`src/rtl/ysyx_2022040010_axi_sched.sv`:
```
// ysyx_2022040010_axi_sched
// Sequences one memory transaction at a time from the icache, dcache or
// uncache client onto a single-beat AXI4 master port and returns read data
// or write completion to the granted client with a one-cycle done pulse.
// Optional feature: define ARB_RR_EN for round-robin arbitration; otherwise
// the fixed order dcache > uncache > icache is used.
module ysyx_2022040010_axi_sched #(
    parameter int ID_W = 4
) (
    input  logic            clk,
    input  logic            rst,
    // icache client (read only)
    input  logic            icache_req_i,
    input  logic [31:0]     icache_addr_i,
    output logic            icache_done_o,
    output logic [63:0]     icache_rdata_o,
    output logic            icache_err_o,
    // dcache client
    input  logic            dcache_req_i,
    input  logic            dcache_we_i,
    input  logic [31:0]     dcache_addr_i,
    input  logic [63:0]     dcache_wdata_i,
    input  logic [7:0]      dcache_mask_i,
    output logic            dcache_done_o,
    output logic [63:0]     dcache_rdata_o,
    output logic            dcache_err_o,
    // uncache client
    input  logic            uncache_req_i,
    input  logic            uncache_we_i,
    input  logic [31:0]     uncache_addr_i,
    input  logic [63:0]     uncache_wdata_i,
    input  logic [7:0]      uncache_mask_i,
    output logic            uncache_done_o,
    output logic [63:0]     uncache_rdata_o,
    output logic            uncache_err_o,
    // AXI read address / data
    output logic            ar_valid_o,
    input  logic            ar_ready_i,
    output logic [ID_W-1:0] ar_id_o,
    output logic [31:0]     ar_addr_o,
    input  logic            r_valid_i,
    output logic            r_ready_o,
    input  logic [ID_W-1:0] r_id_i,
    input  logic [63:0]     r_data_i,
    input  logic [1:0]      r_resp_i,
    // AXI write address / data / response
    output logic            aw_valid_o,
    input  logic            aw_ready_i,
    output logic [ID_W-1:0] aw_id_o,
    output logic [31:0]     aw_addr_o,
    output logic            w_valid_o,
    input  logic            w_ready_i,
    output logic [63:0]     w_data_o,
    output logic [7:0]      w_strb_o,
    input  logic            b_valid_i,
    output logic            b_ready_o,
    input  logic [ID_W-1:0] b_id_i,
    input  logic [1:0]      b_resp_i
);

    typedef enum logic [2:0] {S_IDLE, S_AR, S_R, S_AWW, S_B, S_RESP} state_t;

    // Client codes double as AXI IDs.
    localparam logic [1:0] C_ICACHE  = 2'd0;
    localparam logic [1:0] C_DCACHE  = 2'd1;
    localparam logic [1:0] C_UNCACHE = 2'd2;

    state_t      state;
    logic [1:0]  gnt;
    logic [3:0]  req_vec;
    logic        any_req;
    logic [1:0]  win;
    logic        win_we;
    logic [31:0] win_addr;
    logic [63:0] win_wdata;
    logic [7:0]  win_mask;
    logic        fin;
    logic [63:0] fin_data;
    logic        fin_err;

    assign req_vec = {1'b0, uncache_req_i, dcache_req_i, icache_req_i};
    assign any_req = |req_vec;

`ifdef ARB_RR_EN
    logic [1:0] last_gnt;
    logic [1:0] cand0, cand1, cand2;

    // Rotation order: dcache -> uncache -> icache -> dcache.
    function automatic logic [1:0] next_client(input logic [1:0] c);
        case (c)
            C_DCACHE:  next_client = C_UNCACHE;
            C_UNCACHE: next_client = C_ICACHE;
            default:   next_client = C_DCACHE;
        endcase
    endfunction

    // Round-robin winner: search starts just after the last granted client.
    always_comb begin
        // NOTE: every always_comb output gets a default first so no path leaves it unassigned (no latch).
        win   = C_DCACHE;
        cand0 = next_client(last_gnt);
        cand1 = next_client(cand0);
        cand2 = next_client(cand1);
        if (req_vec[cand0])      win = cand0;
        else if (req_vec[cand1]) win = cand1;
        else                     win = cand2;
    end

    // Remember the last grant; reset value makes dcache the first choice.
    always_ff @(posedge clk) begin
        if (!rst)                          last_gnt <= C_ICACHE;
        else if (state == S_IDLE && any_req) last_gnt <= win;
    end
`else
    // Fixed-priority winner: dcache > uncache > icache.
    always_comb begin
        win = C_ICACHE;
        if (dcache_req_i)       win = C_DCACHE;
        else if (uncache_req_i) win = C_UNCACHE;
    end
`endif

    // Request fields of the current winner.
    always_comb begin
        win_we    = 1'b0;
        win_addr  = icache_addr_i;
        win_wdata = '0;
        win_mask  = '0;
        case (win)
            C_DCACHE: begin
                win_we    = dcache_we_i;
                win_addr  = dcache_addr_i;
                win_wdata = dcache_wdata_i;
                win_mask  = dcache_mask_i;
            end
            C_UNCACHE: begin
                win_we    = uncache_we_i;
                win_addr  = uncache_addr_i;
                win_wdata = uncache_wdata_i;
                win_mask  = uncache_mask_i;
            end
            default: ;
        endcase
    end

    // Completion decode: the R or B beat that ends the transaction.
    always_comb begin
        fin      = 1'b0;
        fin_data = '0;
        fin_err  = 1'b0;
        if (state == S_R && r_valid_i) begin
            fin      = 1'b1;
            fin_data = r_data_i;
            fin_err  = (r_resp_i != 2'b00) || (r_id_i != ID_W'(gnt));
        end else if (state == S_B && b_valid_i) begin
            fin      = 1'b1;
            fin_err  = (b_resp_i != 2'b00) || (b_id_i != ID_W'(gnt));
        end
    end

    // Transaction FSM with all AXI and client outputs registered.
    always_ff @(posedge clk) begin
        if (!rst) begin
            state           <= S_IDLE;
            gnt             <= C_ICACHE;
            ar_valid_o      <= 1'b0;
            ar_id_o         <= '0;
            ar_addr_o       <= '0;
            r_ready_o       <= 1'b0;
            aw_valid_o      <= 1'b0;
            aw_id_o         <= '0;
            aw_addr_o       <= '0;
            w_valid_o       <= 1'b0;
            w_data_o        <= '0;
            w_strb_o        <= '0;
            b_ready_o       <= 1'b0;
            icache_done_o   <= 1'b0;
            icache_rdata_o  <= '0;
            icache_err_o    <= 1'b0;
            dcache_done_o   <= 1'b0;
            dcache_rdata_o  <= '0;
            dcache_err_o    <= 1'b0;
            uncache_done_o  <= 1'b0;
            uncache_rdata_o <= '0;
            uncache_err_o   <= 1'b0;
        end else begin
            // NOTE: non-blocking assignments here; these defaults are overridden below and make done a single-cycle pulse.
            icache_done_o   <= 1'b0;
            icache_rdata_o  <= '0;
            icache_err_o    <= 1'b0;
            dcache_done_o   <= 1'b0;
            dcache_rdata_o  <= '0;
            dcache_err_o    <= 1'b0;
            uncache_done_o  <= 1'b0;
            uncache_rdata_o <= '0;
            uncache_err_o   <= 1'b0;

            case (state)
                S_IDLE: begin
                    if (any_req) begin
                        gnt <= win;
                        if (win_we) begin
                            aw_valid_o <= 1'b1;
                            w_valid_o  <= 1'b1;
                            aw_id_o    <= ID_W'(win);
                            aw_addr_o  <= win_addr;
                            w_data_o   <= win_wdata;
                            w_strb_o   <= win_mask;
                            state      <= S_AWW;
                        end else begin
                            ar_valid_o <= 1'b1;
                            ar_id_o    <= ID_W'(win);
                            ar_addr_o  <= win_addr;
                            state      <= S_AR;
                        end
                    end
                end
                S_AR: begin
                    if (ar_ready_i) begin
                        ar_valid_o <= 1'b0;
                        r_ready_o  <= 1'b1;
                        state      <= S_R;
                    end
                end
                S_R: begin
                    if (r_valid_i) begin
                        r_ready_o <= 1'b0;
                        state     <= S_RESP;
                    end
                end
                S_AWW: begin
                    // AW and W complete independently, in either order.
                    if (aw_ready_i) aw_valid_o <= 1'b0;
                    if (w_ready_i)  w_valid_o  <= 1'b0;
                    if ((!aw_valid_o || aw_ready_i) && (!w_valid_o || w_ready_i)) begin
                        b_ready_o <= 1'b1;
                        state     <= S_B;
                    end
                end
                S_B: begin
                    if (b_valid_i) begin
                        b_ready_o <= 1'b0;
                        state     <= S_RESP;
                    end
                end
                S_RESP:  state <= S_IDLE;
                default: state <= S_IDLE;
            endcase

            if (fin) begin
                case (gnt)
                    C_DCACHE: begin
                        dcache_done_o  <= 1'b1;
                        dcache_rdata_o <= fin_data;
                        dcache_err_o   <= fin_err;
                    end
                    C_UNCACHE: begin
                        uncache_done_o  <= 1'b1;
                        uncache_rdata_o <= fin_data;
                        uncache_err_o   <= fin_err;
                    end
                    default: begin
                        icache_done_o  <= 1'b1;
                        icache_rdata_o <= fin_data;
                        icache_err_o   <= fin_err;
                    end
                endcase
            end
        end
    end

endmodule

```
`config.mk`:
```
export PLATFORM = sky130hd
export DESIGN_NAME = ysyx_2022040010_axi_sched
export DESIGN_NICKNAME = d
export VERILOG_FILES = /design/src/rtl/ysyx_2022040010_axi_sched.sv
export SDC_FILE = /design/constraint.sdc
export NUM_CORES = 1
export LEC_CHECK = 0
export CAP_MARGIN = 20
export CORE_AREA = 3 3 262 264
export CTS_CLUSTER_SIZE = 24
export DETAILED_ROUTE_END_ITERATION = 16
export DIE_AREA = 0 0 265 267
export PLACE_DENSITY_LB_ADDON = 0.15
export SYNTH_ARGS = -nofsm -noshare
export SYNTH_HDL_FRONTEND = slang
export SYNTH_SLANG_ARGS = --single-unit
```
`constraint.sdc`:
```
create_clock -name clk -period 3 [get_ports clk]
set_input_delay 0.6 -clock clk [delete_from_list [all_inputs] [get_ports clk]]
set_output_delay 0.6 -clock clk [all_outputs]
set_load 0.05 [all_outputs]
```
==> results.cfg <==
[run_status]
status = complete, no violations

[sta]
slew_headroom_pct = 44.2
setup_viol = 0
fin_crit_sh_pct = 83.9
tns_ns = 0
final.setup_skew_ns = 0.0167
rsz0062_at_grt = false
drv_slew = 0
period_minus_slack_ns = 2.52
fmax_mhz = 397
final-hold-violation-count = 0
worst_pin_slew_ns = 0.837

[place]
place_congestion = 0.781
port_buffers = 670
place_area_mm2 = 0.0198
dp_hpwl_um = 40900

[layout]
fin_nets = 2278
postLayoutCellArea_mm2 = 0.0212
drive_gt1_share_pct = 6.32
area_delta_synth_final_pct = 74.4
diodes = 0

[worst_setup_path]
critical_path_class = reg -> out
cp-start-kind = flop
crit_fanout = 2
cp_top_family = buffers and inverters
cp-startpoint = ar_valid_o$_SDFFE_PN0P_
crit_end = ar_valid_o
path_cells = clkdlybuf4s50_1
endpoint_kind = output pin
reg2reg_setup_slack_ns = 0.85
critPathRequiredTime_ns = 2.40
worstPathArrival_ns = 1.92
rr_endpoint = ar_addr_o[27]$_SDFFE_PN0P_
reg2reg_depth = 4
crit_slowest_cell = clkdlybuf4s50_1
cp_num_cells = 1
worst-path-buf-inv = 1
reg2reg_from = state[2]$_SDFFE_PN0P_
critPathMaxStageDelay_ns = 0.97

[detailed_routing]
via_per_inst = 4.02
drt-initial-drc-count = 483
routedWlPerCell_um = 19.1
wl_um = 54500
vias = 11500
ant_nets = 0
drc = 0
dr.pass1.iters = 5

[synth]
synth_seq_cells = 348
syn_inst = 1314
yosys_warnings = 0
synth-edff-count = 0
ys.flop_type = dfxtp_1
yosysUniqueCellTypes = 41
synth.area.top_cells = dfxtp_1 57%, nor2_1 8.3%, nand2_1 7.6%, nor3b_1 4.4%, a221oi_1 3.7%
async_flop_share_pct = 0
yosysMostFrequentCell = dfxtp_1
ys_top_cells_by_count = 348 x dfxtp_1, 269 x nor2_1, 247 x nand2_1, 72 x nor3b_1
synth.top_cell.area_share_pct = 57.4
syn_avg_cell_area_um2 = 9.24
synth_area_leader_cell = dfxtp_1
synth_seq_area_share_pct = 57.4
synth_area_mm2 = 0.0121

[clock_tree]
cts_resized = 0
clock_latency_ns = 0.55
root_buffer = clkbuf_16
htree_levels = 2
post_cts_buffers = 0
clock_path_buffers = 3
cts_tree = done
cts_sinks = 348
cts-hold-fix-buffers = 0
numCtsBuffers = 43
cts.clk_slew.worst_paths_ns = 0.06

[die]
core_mm2 = 0.0668
chipHeight_um = 267
fp.dieArea_mm2 = 0.0708
die_w_um = 265
num_rows = 95
start_util_pct = 18.2
pin_count = 675

[power_and_ir_drop]
power_density_mw_per_mm2 = 760
power_frac_seq_pct = 33.9
p_int_mw = 10.1
pwr-share-clk_pct = 31.1
combPwrFrac_pct = 34.9
ir_drop_v = 0.000349
p_total_mw = 16.1
power.leakage_nw = 7.45
switching_power_mw = 6.02
sw_frac_of_total_pct = 37.4

[global_route]
grt_pass1_wl_um = 78500
grt_overflow_total = 0
grt_max_degree = 154
grt_usage_pct = 14.7
grt_pass1_vias = 11700
grt_antenna_before_repair = 3

[worst_hold_path]
hold_path_class = reg -> reg
hold_start = aw_addr_o[15]$_SDFFE_PN0P_

[job]
drv_cap = 0
## routing by layer
metal  wire length (µm)  track usage [%]  up-vias
met3               4280             5.02       61
met4               1190             3.71        4
met2              27200             26.1      395
li1                   -                -     5643
met5                 16                0        -
met1              21900             17.0     5369
## how the worst min path moves through the flow
stage                                            end  slack, ns  cells after the start
final                     aw_addr_o[15]$_SDFFE_PN0P_       0.45                      2
after global routing      aw_addr_o[15]$_SDFFE_PN0P_       0.47                      2
after CTS                        gnt[0]$_SDFFE_PN0P_       0.44                      3
after detailed placement  aw_addr_o[20]$_SDFFE_PN0P_       0.45                      2
after global placement    aw_addr_o[16]$_SDFFE_PN0P_       0.44                      2
after floorplan                  gnt[1]$_SDFFE_PN0P_       0.59                      2
## per-stage QoR
step	util, %	worst slack (ns)	hold WS [ns]	cells
5_1_grt	31.7	0.352	0.472	2852
6_report	31.7	0.484	0.454	2852
3_5_place_dp	29.7	0.289	0.449	2776
3_3_place_gp	29.7	0.366	0.440	2776
2_1_floorplan	-	1.08	0.592	1317
4_1_cts	31.7	0.356	0.445	2852
## power groups by stage
stage	Clock [mW]	Sequential, mW	Combinational [mW]
after global placement	0	5.56	5.72
final	5.02	5.47	5.63
after floorplan	0	7.15	1.74
after detailed placement	0	5.57	5.73
after CTS	5.25	5.48	5.75
after global routing	5.43	5.55	6.01
## layout make-up
cell class | count | area, µm²
Inverter | 8 | 30.0
Multi-Input combinational cell | 851 | 4680
Timing Repair Buffer | 696 | 7040
Clock inverter | 12 | 120
Clock buffer | 64 | 1250
Fill cell | 6900 | 45600
Tap cell | 873 | 1090
Sequential cell | 348 | 6970
## layout by cell type (no fill, tap or decap), types with 5 or more instances in the layout
| master | n |
|---|---|
| a21boi_1 | 12 |
| o21ai_0 | 36 |
| clkbuf_8 | 10 |
| clkbuf_16 | 43 |
| nand3b_1 | 5 |
| clkdlybuf4s50_1 | 667 |
| buf_4 | 16 |
| mux2i_1 | 33 |
| a221oi_2 | 20 |
| nand2_1 | 244 |
| a221oi_1 | 52 |
| clkbuf_1 | 11 |
| clkinv_2 | 5 |
| buf_12 | 12 |
| nor2_1 | 269 |
| inv_1 | 8 |
| nor3b_1 | 72 |
| a21boi_0 | 57 |
| dfxtp_1 | 348 |
## flip-flops by register name (all words and copies together) (netlist names), 2 cells and up
register and cells:
aw_addr_o 32, ar_addr_o 32, state 3, w_data_o 64
dcache_rdata_o 64, uncache_rdata_o 64, icache_rdata_o 64, aw_id_o 2
gnt 2, w_strb_o 8, ar_id_o 2
## kinds of logic after synthesis
logic type      Yosys count  synth area share [%]
compound gates          194                  13.1
xor+xnor                  4                 0.288
fa+ha+maj                 2                 0.206
buf+inv                 118                  4.42
flops                   348                  57.4
mux                      33                  2.72
other cells               1                0.0309
simple gates            614                  21.9
(Power assumes the default switching activity.)
